**src/rtl/hazard_detection_unit.sv**
```systemverilog
// Hazard controller for the 5-stage RV32I pipeline: load-use bubbles, EX branch flushes,
// data-memory wait freezes with a watchdog, plus saturating stall/flush counters.
module hazard_detection_unit #(
  parameter int CNT_W       = 32,
  parameter int MEM_TIMEOUT = 16
) (
  input  logic             clk_i,
  input  logic             rst_i,
  input  logic [4:0]       ID_Rs1_addr_i,
  input  logic [4:0]       ID_Rs2_addr_i,
  input  logic             ID_rs1_used_i,
  input  logic             ID_rs2_used_i,
  input  logic [4:0]       ID_EX_Rd_i,
  input  logic             ID_EX_mem_rd_en_i,
  input  logic             EX_br_taken_i,
  input  logic             MEM_req_i,
  input  logic             MEM_ack_i,
  output logic             PC_en_o,
  output logic             IF_ID_en_o,
  output logic             ID_EX_en_o,
  output logic             EX_MEM_en_o,
  output logic             IF_ID_flush_o,
  output logic             ID_EX_flush_o,
  output logic             MEM_WB_flush_o,
  output logic             mem_err_o,
  output logic [CNT_W-1:0] stall_cnt_o,
  output logic [CNT_W-1:0] flush_cnt_o,
  output logic [1:0]       fsm_state_o
);

  localparam int WAIT_W = (MEM_TIMEOUT < 2) ? 2 : $clog2(MEM_TIMEOUT + 1);
  localparam logic [WAIT_W-1:0] TIMEOUT_V = WAIT_W'(MEM_TIMEOUT);

  typedef enum logic [1:0] {
    ST_RUN      = 2'd0,
    ST_MEM_WAIT = 2'd1,
    ST_HALT     = 2'd2
  } state_e;

  state_e            state_q, state_d;
  logic [WAIT_W-1:0] wait_cnt_q, wait_cnt_d;
  logic [CNT_W-1:0]  stall_cnt_q, stall_cnt_d;
  logic [CNT_W-1:0]  flush_cnt_q, flush_cnt_d;

  logic load_use;
  logic frozen;
  logic br_flush;

  always_comb begin
    load_use = ID_EX_mem_rd_en_i && (ID_EX_Rd_i != 5'd0) &&
               ((ID_rs1_used_i && (ID_EX_Rd_i == ID_Rs1_addr_i)) ||
                (ID_rs2_used_i && (ID_EX_Rd_i == ID_Rs2_addr_i)));
  end

  // Handshake with data memory: MEM_req_i marks an access in MEM; the access completes
  // in the cycle MEM_ack_i is high. Until then the whole front of the pipe holds still.
  always_comb begin
    state_d        = state_q;
    wait_cnt_d     = wait_cnt_q;
    stall_cnt_d    = stall_cnt_q;
    flush_cnt_d    = flush_cnt_q;
    frozen         = 1'b0;
    br_flush       = 1'b0;
    PC_en_o        = 1'b1;
    IF_ID_en_o     = 1'b1;
    ID_EX_en_o     = 1'b1;
    EX_MEM_en_o    = 1'b1;
    IF_ID_flush_o  = 1'b0;
    ID_EX_flush_o  = 1'b0;
    MEM_WB_flush_o = 1'b0;

    case (state_q)
      ST_RUN, ST_MEM_WAIT: begin
        frozen = (state_q == ST_MEM_WAIT) ? !MEM_ack_i : (MEM_req_i && !MEM_ack_i);
        if (frozen) begin
          PC_en_o        = 1'b0;
          IF_ID_en_o     = 1'b0;
          ID_EX_en_o     = 1'b0;
          EX_MEM_en_o    = 1'b0;
          MEM_WB_flush_o = 1'b1;
          if (state_q == ST_RUN) begin
            state_d    = ST_MEM_WAIT;
            wait_cnt_d = WAIT_W'(1);
          end else begin
            wait_cnt_d = wait_cnt_q + 1'b1;
            if ((MEM_TIMEOUT != 0) && (wait_cnt_d >= TIMEOUT_V)) begin
              state_d = ST_HALT;
            end
          end
        end else begin
          // Completed access releases the freeze; EX/ID hazards held so far are acted on now.
          state_d    = ST_RUN;
          wait_cnt_d = '0;
          if (EX_br_taken_i) begin
            IF_ID_flush_o = 1'b1;
            ID_EX_flush_o = 1'b1;
            br_flush      = 1'b1;
          end else if (load_use) begin
            PC_en_o       = 1'b0;
            IF_ID_en_o    = 1'b0;
            ID_EX_flush_o = 1'b1;
          end
        end
        if (!PC_en_o && (stall_cnt_q != {CNT_W{1'b1}})) begin
          stall_cnt_d = stall_cnt_q + 1'b1;
        end
        if (br_flush && (flush_cnt_q != {CNT_W{1'b1}})) begin
          flush_cnt_d = flush_cnt_q + 1'b1;
        end
      end
      default: begin
        state_d        = ST_HALT;
        PC_en_o        = 1'b0;
        IF_ID_en_o     = 1'b0;
        ID_EX_en_o     = 1'b0;
        EX_MEM_en_o    = 1'b0;
        MEM_WB_flush_o = 1'b1;
      end
    endcase

    if (rst_i) begin
      PC_en_o        = 1'b0;
      IF_ID_en_o     = 1'b0;
      ID_EX_en_o     = 1'b0;
      EX_MEM_en_o    = 1'b0;
      IF_ID_flush_o  = 1'b1;
      ID_EX_flush_o  = 1'b1;
      MEM_WB_flush_o = 1'b1;
    end
  end

  always_ff @(posedge clk_i) begin
    if (rst_i) begin
      state_q     <= ST_RUN;
      wait_cnt_q  <= '0;
      stall_cnt_q <= '0;
      flush_cnt_q <= '0;
    end else begin
      state_q     <= state_d;
      wait_cnt_q  <= wait_cnt_d;
      stall_cnt_q <= stall_cnt_d;
      flush_cnt_q <= flush_cnt_d;
    end
  end

  assign mem_err_o   = (state_q == ST_HALT) && !rst_i;
  assign stall_cnt_o = stall_cnt_q;
  assign flush_cnt_o = flush_cnt_q;
  assign fsm_state_o = state_q;

endmodule

```
**config.mk**
```make
export PLATFORM = sky130hd
export DESIGN_NAME = hazard_detection_unit
export DESIGN_NICKNAME = d
export VERILOG_FILES = /design/src/rtl/hazard_detection_unit.sv
export SDC_FILE = /design/constraint.sdc
export NUM_CORES = 1
export LEC_CHECK = 0
export ABC_AREA = 1
export BUFFER_PORTS_ARGS = -buffer_cell sky130_fd_sc_hd__buf_2
export CAP_MARGIN = 20
export CORE_MARGIN = 3
export CORE_UTILIZATION = 30
export CTS_CLUSTER_SIZE = 12
export DETAILED_ROUTE_END_ITERATION = 7
export HOLD_SLACK_MARGIN = 0.12
export SLEW_MARGIN = 20
export SYNTH_ARGS = -nofsm -noshare
export SYNTH_HDL_FRONTEND = slang
export SYNTH_SLANG_ARGS = --single-unit
export TNS_END_PERCENT = 100
```
**constraint.sdc**
```tcl
create_clock -name clk_i -period 2 [get_ports clk_i]
set_input_delay 0.2 -clock clk_i [delete_from_list [all_inputs] [get_ports clk_i]]
set_output_delay 0.2 -clock clk_i [all_outputs]
set_load 0.01 [all_outputs]
```
### Word-level counts from Yosys, hierarchy flattened

Cells that the tools add are included.

* word-level logic and storage cells: 68
* output and inout port bits: 74
* input bits: 23
* bits in registers: 71

* bitwise operators: 2
* multiplexer cells: 31
* equality and inequality tests: 7
* reduce and logical (&&, ||, !) cells: 19
* add/subtract/negate cells: 3
* $lt $le $gt $ge: 1

Operators by type and width (number)
* 32-bit by 1-bit adder with 32-bit output, second input constant: 2
* 32-bit != test, second input constant: 2
* 1-bit 2-to-1 mux: 25
* 5-bit == test: 2
* 5-bit 2-to-1 mux: 2
* 1-bit logical AND: 8
* 2-bit 2-to-1 mux: 4
* 5-bit by 1-bit adder with 5-bit output, second input constant: 1
* 5-bit >= comparator, second input constant: 1
* 5-bit nonzero test: 1
* 4-bit != test, second input constant: 1
* 2-bit AND reduction: 2
* 1-bit logical NOT: 3
* 3-bit OR reduction: 1
* 2-bit by 1-bit == test with 1-bit output, second input constant: 1
* 2-bit == test, second input constant: 1
* 2-bit logical NOT: 1
* 1-bit NOT: 2
* 2-bit nonzero test: 1
* 2-bit OR reduction: 1
* 1-bit logical OR: 1

### Logic depth before layout (Yosys ltp)

Gate-level depths: netlist (run 1).

* word-level depth: 11
* gate-level depth with buffers: 13
* depth with buffers taken out: 12

### Worst setup path after synthesis (run 1)

No wires, ideal clock.

* path type: register -> register
* start point: register stall_cnt_q[0] (netlist: stall_cnt_o[0])
* end point: register stall_cnt_q[0] (netlist: stall_cnt_o[0])
* arrival time: 1.755 ns
* path slack: 0.130 ns
* stages on the path, launching flop included: 12
* path buffers: 1
* library setup time: 0.115 ns
* required time: 1.885 ns
* clock period less this slack: 1.870 ns
* cell sequence: dfxtp_1 ha_1 nand2_2 nor2_4 nand3_2 nor2_4 nand3_2 nand2_2 inv_4 buf_2 a21oi_1 nor2_1

* word-level cells in the longest chain between the ends: 3
* elaborated cells on any way between the ends: 4
* those cells by class: 1 x add/sub; 1 x eq/ne; 2 x reduce/logical

Ends and longest elaborated chain
* start, declared: line 42 `logic [CNT_W-1:0] stall_cnt_q, stall_cnt_d;`
* start signal, assigned: line 141 `stall_cnt_q <= stall_cnt_d;`
* branches (longest 3 deep; another with 32-bit by 1-bit adder with 32-bit output)

Parallel ways; which one is timed is not known.
A chain may end at the register's enable or synchronous reset.

### Worst setup path in the final report (run 1)

* start point: register stall_cnt_q[1] (netlist: stall_cnt_o[1])
* end point: register stall_cnt_q[20] (netlist: stall_cnt_o[20])

Same word-level chain as after synthesis.

==> results of run 1 <==
## flip-flops by register name, summed over array words and instances, names as in the netlist
signal       flops
wait_cnt_q       5
stall_cnt_o     32
fsm_state_o      2
flush_cnt_o     32
## cell type report
type	instances	area share
inverters	91	0.0571
repair buffers	139	0.133
clock buffers	12	0.0423
flip-flops and latches	71	0.234
well taps	211	0.0435
clock inverters	1	0.00495
multi-input cells	617	0.484
## cells in the final DEF, fill, tap and decap left out, types with 3 or more instances in the layout
cell type / n
a21oi_1: 39
buf_2: 96
buf_4: 41
clkbuf_16: 9
dfxtp_1: 71
inv_1: 87
nand2_1: 268
nand2_2: 6
nand3_1: 35
nand3_2: 3
nand3b_1: 14
nand4_1: 10
nor2_1: 147
nor2_4: 4
nor3_1: 19
o21ai_0: 12
xnor2_1: 10
xor2_1: 29
## per-layer routing
metal,global-route usage,up-vias
met1,0.203,2306
met5,0,-
met4,0.0354,0
met3,0.0412,10
met2,0.271,108
li1,-,2743
## report_power, final
part           internal (W)  switching, W  leakage, nW  total, W
clock network       0.00101      0.000578        0.141   0.00159
registers           0.00147     0.0000664        0.579   0.00154
logic              0.000213      0.000315         2.05  0.000528
## through the flow
step,utilization,total power (W),cells,hold WS (ns)
2_1_floorplan,-,0.00191,803,0.408
3_3_place_gp,0.368,0.00209,1125,0.458
3_5_place_dp,0.368,0.00209,1125,0.469
4_1_cts,0.387,0.00372,1139,0.198
5_1_grt,0.390,0.00386,1142,0.235
6_report,0.390,0.00366,1142,0.219
## final timing paths
path / start / depth (start not counted) / slack [ns] / end
max reg2reg: stall_cnt_o[1] / 11 / 0.13 / stall_cnt_o[20]
min reg2reg: wait_cnt_q[3] / 2 / 0.47 / wait_cnt_q[3]
max: stall_cnt_o[1] / 11 / 0.13 / stall_cnt_o[20]
min: MEM_ack_i / 4 / 0.22 / wait_cnt_q[2]
## tightest hold or removal path, stage by stage
cell     delay, ns
buf_2         0.09
o21ai_0       0.09
nand2_1       0.09
a21oi_1       0.04
## kinds of logic (layout without fill, tap and decap cells)
logic type | after synthesis | in the layout | share of synthesized area
simple gates | 516 | 516 | 0.455
fa+ha+maj | 3 | 3 | 0.00773
xor+xnor | 39 | 39 | 0.0703
flops | 71 | 71 | 0.293
buf+inv | 115 | 243 | 0.106
compound gates | 59 | 59 | 0.0688
## what timing repair did
action	in CTS	in global routing
hold buffers	1	0
buffers inserted	0	3
endpoints found under the hold margin	3	0
gates resized for setup	0	6
endpoints found under the setup margin	0	46
==> impl_metrics.env, run 1 <==
export IMPL_setup_violations=0
export IMPL_clk_insertion_delay_late_ns=0.34
export IMPL_drtAntennaViolNets=0
export IMPL_yosys_top_cells_count="268 x nand2_1, 148 x nor2_1, 87 x inv_1"
export IMPL_multi_input_area_sq_mm=0.00294
export IMPL_wl_met1_mm=6.58
export IMPL_path_clk_slew_ns=0.06
export IMPL_dieHeight_um=133
export IMPL_synthArstFlopShare=0
export IMPL_min_period_ns=1.87
export IMPL_vdd_drop_max_mv=0.403
export IMPL_clock_sinks=71
export IMPL_cap_violations=0
export IMPL_slowest_stage="dfxtp_1"
export IMPL_routedWlPerCell_um=12.2
export IMPL_rsz0062_at_grt="no"
export IMPL_grt_max_degree=35
export IMPL_via_count=5167
export IMPL_cts_tree="built"
export IMPL_first_pass_iters=5
export IMPL_syn_to_final_growth_pct=24.9
export IMPL_synth_seq_area_share=0.293
export IMPL_avgSynthCellArea_sq_um=6.05
export IMPL_grt_pass1_wl_mm=23.3
export IMPL_drive_gt1_frac=0.191
export IMPL_antenna_found_initial=0
export IMPL_dp_hpwl_mm=10.9
export IMPL_ctsHtreeMaxLevel=3
export IMPL_p_leak_nw=2.77
export IMPL_crit_arrival_ns=2.10
export IMPL_worstPathCellList="ha_2, nand2_2, nor2_4, nand3_2, nor2_4, nand3_2, nand2_2, inv_6, buf_4, a21oi_1, nor2_1"
export IMPL_drt_initial_drc_count=285
export IMPL_fin_area_sq_mm=0.00607
export IMPL_synth_edf_count=0
export IMPL_regArea_sq_mm=0.00142
export IMPL_antenna_cells=0
export IMPL_core_area_sq_mm=0.0155
export IMPL_fillers=1732
export IMPL_cp_max_fo=29
export IMPL_drc=0
export IMPL_tightest_slew_ns=0.409
export IMPL_critPathRequiredTime_ns=2.23
export IMPL_route_met2_wl_mm=6.56
export IMPL_synth_area_leaders="dfxtp_1 29%, nand2_1 21%, nor2_1 11%"
export IMPL_critPathLaunchType="flop"
export IMPL_worst_slew_margin_rel=0.725
export IMPL_grt_use_total=0.159
export IMPL_critical_path_max_stage_delay_ns=0.38
export IMPL_io_buffers=96
export IMPL_wl_met3_um=631
export IMPL_viasPerCell=4.52
export IMPL_ys_types=39
export IMPL_dp_slack_ns=0.0931
export IMPL_ios=97
export IMPL_critPathBufInv=2
export IMPL_fp_dieW_um=133
export IMPL_drv_slew=0
export IMPL_tns_ns=0
export IMPL_power_density_mw_per_mm2=603
export IMPL_synth_top_cell_by_area="dfxtp_1"
export IMPL_synth_nets=829
export IMPL_yosysMostFrequentCell="nand2_1"
export IMPL_outcome="complete, no violations"
export IMPL_finalHoldViolations=0
export IMPL_fmax_ghz=0.533
export IMPL_cts_buffers=9
export IMPL_synth_top_area_frac=0.293
export IMPL_synth_top_flop_cell="dfxtp_1"
export IMPL_grt_pass1_vias=4765
export IMPL_synth_cell_area_sq_mm=0.00486
export IMPL_worstSetupEndpointType="flop"
export IMPL_placed_area_sq_mm=0.00572
export IMPL_dieArea_sq_mm=0.0177
export IMPL_nNetsFinal=955
export IMPL_path_class="reg -> reg"
export IMPL_totalWireLength_mm=13.9
export IMPL_layout_setup_ws_ns=0.125
export IMPL_start_util=0.312
export IMPL_ys_ff_latch=71
export IMPL_placementRows=45
export IMPL_period_share=0.937
export IMPL_synth_cells=803
export IMPL_overflow=0
export IMPL_crit_family="simple AND/OR/NAND/NOR gates"
export IMPL_cts_buffer_depth=2
export IMPL_yosys_warnings=0
export IMPL_dr_max_layer_used="met4"
export IMPL_place_gp_congestion=0.885
export IMPL_cts_root_buf="clkbuf_16"
export IMPL_hold_path_class="in -> reg"
export IMPL_clock_skew_ns=0.00639
Note: power is estimated with default switching activity, not from simulation.
==> inputs of run 2 (changes only) <==
--- a/config.mk
+++ b/config.mk
@@ -6,8 +6,8 @@
 export NUM_CORES = 1
 export LEC_CHECK = 0
-export ABC_AREA = 1
+export ABC_AREA = 0
 export BUFFER_PORTS_ARGS = -buffer_cell sky130_fd_sc_hd__buf_2
 export CAP_MARGIN = 20
-export CORE_MARGIN = 3
+export CORE_MARGIN = 2
 export CORE_UTILIZATION = 30
 export CTS_CLUSTER_SIZE = 12
==> constraint.sdc (replaced) <==
create_clock -name clk_i -period 2 [get_ports clk_i]
set_input_delay 0.2 -clock clk_i [delete_from_list [all_inputs] [get_ports clk_i]]
set_output_delay 0.2 -clock clk_i [all_outputs]
set_load 0.1 [all_outputs]
==> run 2 against run 1 <==
Effect of this change:
- wire length is 27% lower
- first-iteration DRC count down 19%
- sequential power shrank 11%
- clock power is 8% lower
- die area decreased by 25%
- clock-buffer cell count grew 3
- critical path depth decreased by 3
- fmax down 4.1%
- global-route usage is 0.58 points lower
- critical endpoint is now flush_cnt_o[12]
- largest power group unchanged
==> impl_metrics.env, run 2 <==
export IMPL_start_util=0.309
export IMPL_fillers=1163
export IMPL_synth_edf_count=0
export IMPL_clock_skew_ns=0.00607
export IMPL_cp_max_fo=14
export IMPL_critPathLaunchType="flop"
export IMPL_clk_insertion_delay_late_ns=0.33
export IMPL_cts_tree="built"
export IMPL_place_gp_congestion=0.830
export IMPL_path_clk_slew_ns=0.05
export IMPL_dp_hpwl_mm=7.44
export IMPL_ys_ff_latch=71
export IMPL_yosysMostFrequentCell="dfxtp_1"
export IMPL_dieHeight_um=115
export IMPL_viasPerCell=5.04
export IMPL_core_area_sq_mm=0.0121
export IMPL_yosys_warnings=0
export IMPL_routedWlPerCell_um=13.4
export IMPL_hold_path_class="in -> reg"
export IMPL_wl_met3_um=522
export IMPL_dieArea_sq_mm=0.0133
export IMPL_p_leak_nw=2.17
export IMPL_fmax_ghz=0.511
export IMPL_vdd_drop_max_mv=0.405
export IMPL_clock_sinks=71
export IMPL_grt_pass1_wl_mm=16.6
export IMPL_outcome="complete, no violations"
export IMPL_dp_slack_ns=-0.00588
export IMPL_period_share=0.978
export IMPL_placementRows=40
export IMPL_critPathRequiredTime_ns=2.20
export IMPL_nNetsFinal=612
export IMPL_via_count=3829
export IMPL_total_power_w=0.00322
export IMPL_io_buffers=96
export IMPL_synth_top_cell_by_area="dfxtp_1"
export IMPL_grt_use_total=0.154
export IMPL_antenna_cells=0
export IMPL_synth_top_area_frac=0.381
export IMPL_placed_area_sq_mm=0.00511
export IMPL_dr_max_layer_used="met4"
export IMPL_antenna_found_initial=0
export IMPL_min_period_ns=1.96
export IMPL_totalWireLength_mm=10.2
export IMPL_layout_commonest_cell="buf_2"
export IMPL_crit_arrival_ns=2.16
export IMPL_synthArstFlopShare=0
export IMPL_grt_max_degree=46
export IMPL_finalHoldViolations=0
export IMPL_drt_initial_drc_count=232
export IMPL_synth_nets=474
export IMPL_cts_buffer_depth=2
export IMPL_yosys_top_cells_count="71 x dfxtp_1, 44 x nor2_1, 40 x a21oi_1"
export IMPL_wl_met1_mm=4.53
export IMPL_cap_violations=0
export IMPL_worstSetupEndpointType="flop"
export IMPL_cts_buffers=9
export IMPL_ios=97
export IMPL_path_class="reg -> reg"
export IMPL_synth_cell_area_sq_mm=0.00373
export IMPL_ys_types=50
export IMPL_mostFrequentLayoutCells="92 x buf_2, 50 x buf_4, 49 x dfxtp_4, 43 x nor2_1, 39 x a21oi_1"
export IMPL_synth_seq_area_share=0.381
export IMPL_synth_area_leaders="dfxtp_1 38%, xnor2_1 5.4%, a21oi_1 5.4%"
export IMPL_drtAntennaViolNets=0
export IMPL_layout_setup_ws_ns=0.0443
export IMPL_setup_violations=0
export IMPL_synth_cells=448
export IMPL_synth_top_flop_cell="dfxtp_1"
export IMPL_drc=0
export IMPL_avgSynthCellArea_sq_um=8.32
export IMPL_rsz0062_at_grt="yes"
export IMPL_fin_area_sq_mm=0.00546
export IMPL_first_pass_iters=4
export IMPL_drive_gt1_frac=0.464
export IMPL_grt_pass1_vias=3509
export IMPL_drv_slew=0
export IMPL_fp_dieW_um=115
export IMPL_overflow=0
export IMPL_route_met2_wl_mm=5.02
export IMPL_tightest_slew_ns=0.499
export IMPL_power_density_mw_per_mm2=589
export IMPL_ctsHtreeMaxLevel=3
export IMPL_worst_slew_margin_rel=0.670
export IMPL_cts_root_buf="clkbuf_16"
export IMPL_syn_to_final_growth_pct=46.5
run 2: cell types whose count changed in the layout (fill, tap and decap cells not counted), moves of 12 or more:
cell | before | now
and3_1 | 0 | 13
dfxtp_1 | 71 | 5
dfxtp_2 | 0 | 17
dfxtp_4 | 0 | 49
inv_1 | 87 | 5
nand2_1 | 268 | 15
nand3_1 | 35 | 22
nand3b_1 | 14 | 0
nand4_1 | 10 | 22
nor2_1 | 147 | 43
o21ai_0 | 12 | 26
or3_1 | 0 | 23
xnor2_1 | 10 | 22
xor2_1 | 29 | 12
run 2: layout make-up:
| type | instances | area (sq um) | share of cell area |
|---|---|---|---|
| clock buffer | 15 | 268 | 0.0490 |
| clock inverter | 1 | 5.00 | 0.000917 |
| tap | 168 | 210 | 0.0385 |
| multi-input combinational | 346 | 2310 | 0.424 |
| sequential | 71 | 1630 | 0.298 |
| timing repair buffer | 152 | 1010 | 0.185 |
| inverter | 6 | 26.3 | 0.00481 |
run 2: per-layer routing:
layer | track usage | vias up
met5 | 0 | -
met3 | 0.0434 | 9
met1 | 0.187 | 1812
li1 | - | 1923
met4 | 0.0426 | 0
met2 | 0.265 | 85
run 2: power by group:
group,internal (W),switching (W)
clock,0.000906,0.000556
combinational,0.000128,0.000255
sequential,0.00136,0.0000105
run 2: cells by family (layout without fill, tap and decap cells):
group / count (synthesis) / count (layout) / share of synthesized area
muxes: 6 / 6 / 0.0175
xor gates and xnor gates: 35 / 35 / 0.0822
adders and majority gates: 3 / 3 / 0.0101
buffers and inverters: 31 / 174 / 0.0453
DFF: 71 / 71 / 0.381
AOI/OAI and AO/OA: 88 / 88 / 0.138
and+or+nand+nor: 214 / 214 / 0.326
run 2: final timing paths:
check	cells past startpoint	endpoint	start	slack [ns]
setup reg to reg	8	flush_cnt_o[12]	flush_cnt_o[0]	0.04
hold reg to reg	2	stall_cnt_o[15]	stall_cnt_o[15]	0.49
setup / recovery	8	flush_cnt_o[12]	flush_cnt_o[0]	0.04
hold / removal	3	fsm_state_o[0]	MEM_ack_i	0.17
run 2: through the flow:
stage | setup TNS (ns) | util | cells | hold WS (ns)
4_1_cts | 0 | 0.447 | 755 | 0.158
3_5_place_dp | -0.0120 | 0.424 | 739 | 0.479
6_report | 0 | 0.453 | 759 | 0.171
2_1_floorplan | -4.99 | - | 448 | 0.372
3_3_place_gp | 0 | 0.424 | 739 | 0.472
5_1_grt | -0.392 | 0.453 | 759 | 0.178
run 2: critical path, stage by stage, from the launching register on:
cell and delay, ns:
dfxtp_4 0.35, ha_4 0.15, nand2_4 0.05, or4_4 0.48, o31a_1 0.32, buf_12 0.16
nand4_1 0.10, xor2_1 0.15, nor2_1 0.06
run 2: repair_timing:
action,4_1_cts,5_1_grt
gates resized for setup,2,10
hold buffers,0,0
cloned,0,1
endpoints found under the hold margin,0,0
endpoints found under the setup margin,6,31
setup buffers,0,3
pin swaps,0,12
==> inputs of run 3 (changes only) <==
- CORE_UTILIZATION: 30 -> 53
- PLACE_DENSITY: not set -> 0.8
==> run 3 against run 2 <==
Effect of this change:
- the run now ends with setup timing left
- fmax decreased by 4.6%
- critical path depth unchanged
- clock skew increased by 0.0061 ns
- design area decreased by 1.6%
- worst hold slack got worse by 0.026 ns
- critical path type unchanged
- largest cell class unchanged
- largest power group is now sequential cells
- highest routed layer unchanged
==> impl_metrics.env, run 3 (synthesized netlist as in run 2, its figures left out) <==
export IMPL_grt_max_degree=49
export IMPL_holdPathEnd="fsm_state_o[0]"
export IMPL_p_leak_nw=2.13
export IMPL_vdd_drop_max_mv=0.397
export IMPL_hold_path_class="in -> reg"
export IMPL_placementRows=30
export IMPL_worstPathCellList="ha_4, nand2_4, or4_4, o31a_1, buf_12, nand4_1, xor2_1, nor2_1"
export IMPL_viasPerCell=5.70
export IMPL_nNetsFinal=607
export IMPL_drtAntennaViolNets=0
export IMPL_via_count=3889
export IMPL_drv_slew=0
export IMPL_place_gp_congestion=0.816
export IMPL_min_period_ns=2.05
export IMPL_fillers=447
export IMPL_io_buffers=96
export IMPL_overflow=0
export IMPL_ios=97
export IMPL_min_path_cells=3
export IMPL_dieArea_sq_mm=0.00772
export IMPL_reg2reg_from="flush_cnt_o[0]"
export IMPL_dieHeight_um=87.9
export IMPL_clock_sinks=71
export IMPL_holdCritStartpoint="MEM_ack_i"
export IMPL_cap_violations=0
export IMPL_power_density_mw_per_mm2=551
export IMPL_layout_setup_ws_ns=-0.0506
export IMPL_tightest_slew_ns=0.510
export IMPL_critPathLaunchType="flop"
export IMPL_antenna_cells=0
export IMPL_start_util=0.549
export IMPL_clk_insertion_delay_late_ns=0.34
export IMPL_r2r_end="flush_cnt_o[8]"
export IMPL_placed_cells=645
export IMPL_regArea_sq_mm=0.00163
export IMPL_outcome="finished, violations left"
export IMPL_cts_buffer_depth=2
export IMPL_grt_pass1_vias=3538
export IMPL_period_share=1.03
export IMPL_finalHoldViolations=0
export IMPL_drive_gt1_frac=0.481
export IMPL_rsz0062_at_grt="yes"
export IMPL_rr_worst_depth=8
export IMPL_clock_skew_ns=0.0122
export IMPL_syn_to_final_growth_pct=44.1
export IMPL_antenna_found_initial=0
export IMPL_multi_input_area_sq_mm=0.00239
export IMPL_path_clk_slew_ns=0.08
export IMPL_total_power_w=0.00296
export IMPL_placed_area_sq_mm=0.00485
export IMPL_dp_hpwl_mm=6.69
export IMPL_crit_arrival_ns=2.26
export IMPL_slowest_stage="or4_4"
export IMPL_critPathBufInv=1
export IMPL_fp_dieW_um=87.9
export IMPL_critPathRequiredTime_ns=2.21
export IMPL_mostFrequentLayoutCells="91 x buf_2, 49 x dfxtp_4, 44 x buf_4, 43 x nor2_1, 35 x a21oi_1"
export IMPL_crit_family="simple AND/OR/NAND/NOR gates"
export IMPL_final_cells=682
export IMPL_drt_initial_drc_count=207
export IMPL_first_pass_iters=5
export IMPL_ctsHtreeMaxLevel=3
export IMPL_setup_violations=2
export IMPL_routedWlPerCell_um=15.1
export IMPL_grt_use_total=0.255
export IMPL_fmax_ghz=0.488
export IMPL_path_class="reg -> reg"
export IMPL_cts_root_buf="clkbuf_8"
export IMPL_drc=0
export IMPL_violations="setup timing"
export IMPL_worstSetupEndpointType="flop"
export IMPL_worst_slew_margin_rel=0.660
export IMPL_cts_buffers=9
export IMPL_totalWireLength_mm=10.3
export IMPL_core_area_sq_mm=0.00679
export IMPL_reg2reg_slack_ns=-0.05
export IMPL_cts_tree="built"
export IMPL_fin_area_sq_mm=0.00537
export IMPL_layout_commonest_cell="buf_2"
export IMPL_grt_pass1_wl_mm=15.9
export IMPL_ctsHoldBuffers=0
export IMPL_dp_slack_ns=-0.0721
export IMPL_cp_max_fo=7
export IMPL_final_core_util=0.790
export IMPL_critical_path_max_stage_delay_ns=0.48
-- run 3: cell types whose count changed in the layout (fill, tap and decap cells not counted), moves of 2 or more --
cell       delta
and4_1        -2
clkbuf_16     -7
a21oi_1       -4
a21oi_2       +4
nand3_4       +2
o31ai_1       -3
o31ai_4       +2
clkbuf_8      +7
and4_4        +2
clkbuf_1      -3
buf_4         -6
-- run 3: final cells by class --
class	instances	area share
sequential	71	0.303
clock buffer	11	0.0284
inverter	6	0.00489
tap	96	0.0224
timing repair buffer	147	0.185
multi-input combinational	346	0.445
clock inverter	5	0.0105
-- run 3: metal layers --
metal / vias to the layer above / routed length [um] / global-route usage
met1: 1840 / 4410 / 0.321
met5: - / 0 / 0
met2: 116 / 5200 / 0.437
met3: 16 / 528 / 0.0509
li1: 1917 / - / -
met4: 0 / 144 / 0.0825
-- run 3: per-stage QoR --
step / TNS [ns] / hold WS (ns)
2_1_floorplan: -4.99 / 0.372
3_3_place_gp: 0 / 0.463
3_5_place_dp: -0.570 / 0.473
4_1_cts: -0.0110 / 0.141
5_1_grt: -0.721 / 0.158
6_report: -0.0549 / 0.145
-- run 3: timing repair --
| action | 4_1_cts | 5_1_grt |
|---|---|---|
| buffers inserted | 9 | 10 |
| gates cloned | 1 | 1 |
| resized for setup | 7 | 25 |
| pin swaps | 7 | 23 |
| setup endpoints to repair | 4 | 38 |
-- run 3: worst reg2reg max path: cells and delay by family (launching register included) --
kind | cells | cell delay (ns)
simple gates | 4 | 0.71
flops | 1 | 0.36
xor+xnor | 1 | 0.21
buf+inv | 1 | 0.17
compound gates | 1 | 0.33
fa+ha+maj | 1 | 0.16
-- run 3: power breakdown --
| part | internal, W | switching, W | total (W) |
|---|---|---|---|
| Clock | 0.000650 | 0.000547 | 0.00120 |
| Sequential | 0.00136 | 0.0000118 | 0.00137 |
| Combinational | 0.000132 | 0.000259 | 0.000390 |
| Total | 0.00214 | 0.000818 | 0.00296 |
-- run 3: how the worst max path moves through the flow --
stage                    start              end  slack [ns]  cells after the start
2_1_floorplan   fsm_state_o[0]          PC_en_o       -1.26                      6
3_3_place_gp     ID_EX_Rd_i[1]  stall_cnt_o[27]       0.003                      9
3_5_place_dp     ID_EX_Rd_i[1]  stall_cnt_o[27]       -0.07                      9
4_1_cts        stall_cnt_o[10]  stall_cnt_o[15]       -0.01                      8
5_1_grt         flush_cnt_o[0]   flush_cnt_o[8]       -0.10                      8
6_report        flush_cnt_o[0]   flush_cnt_o[8]       -0.05                      8
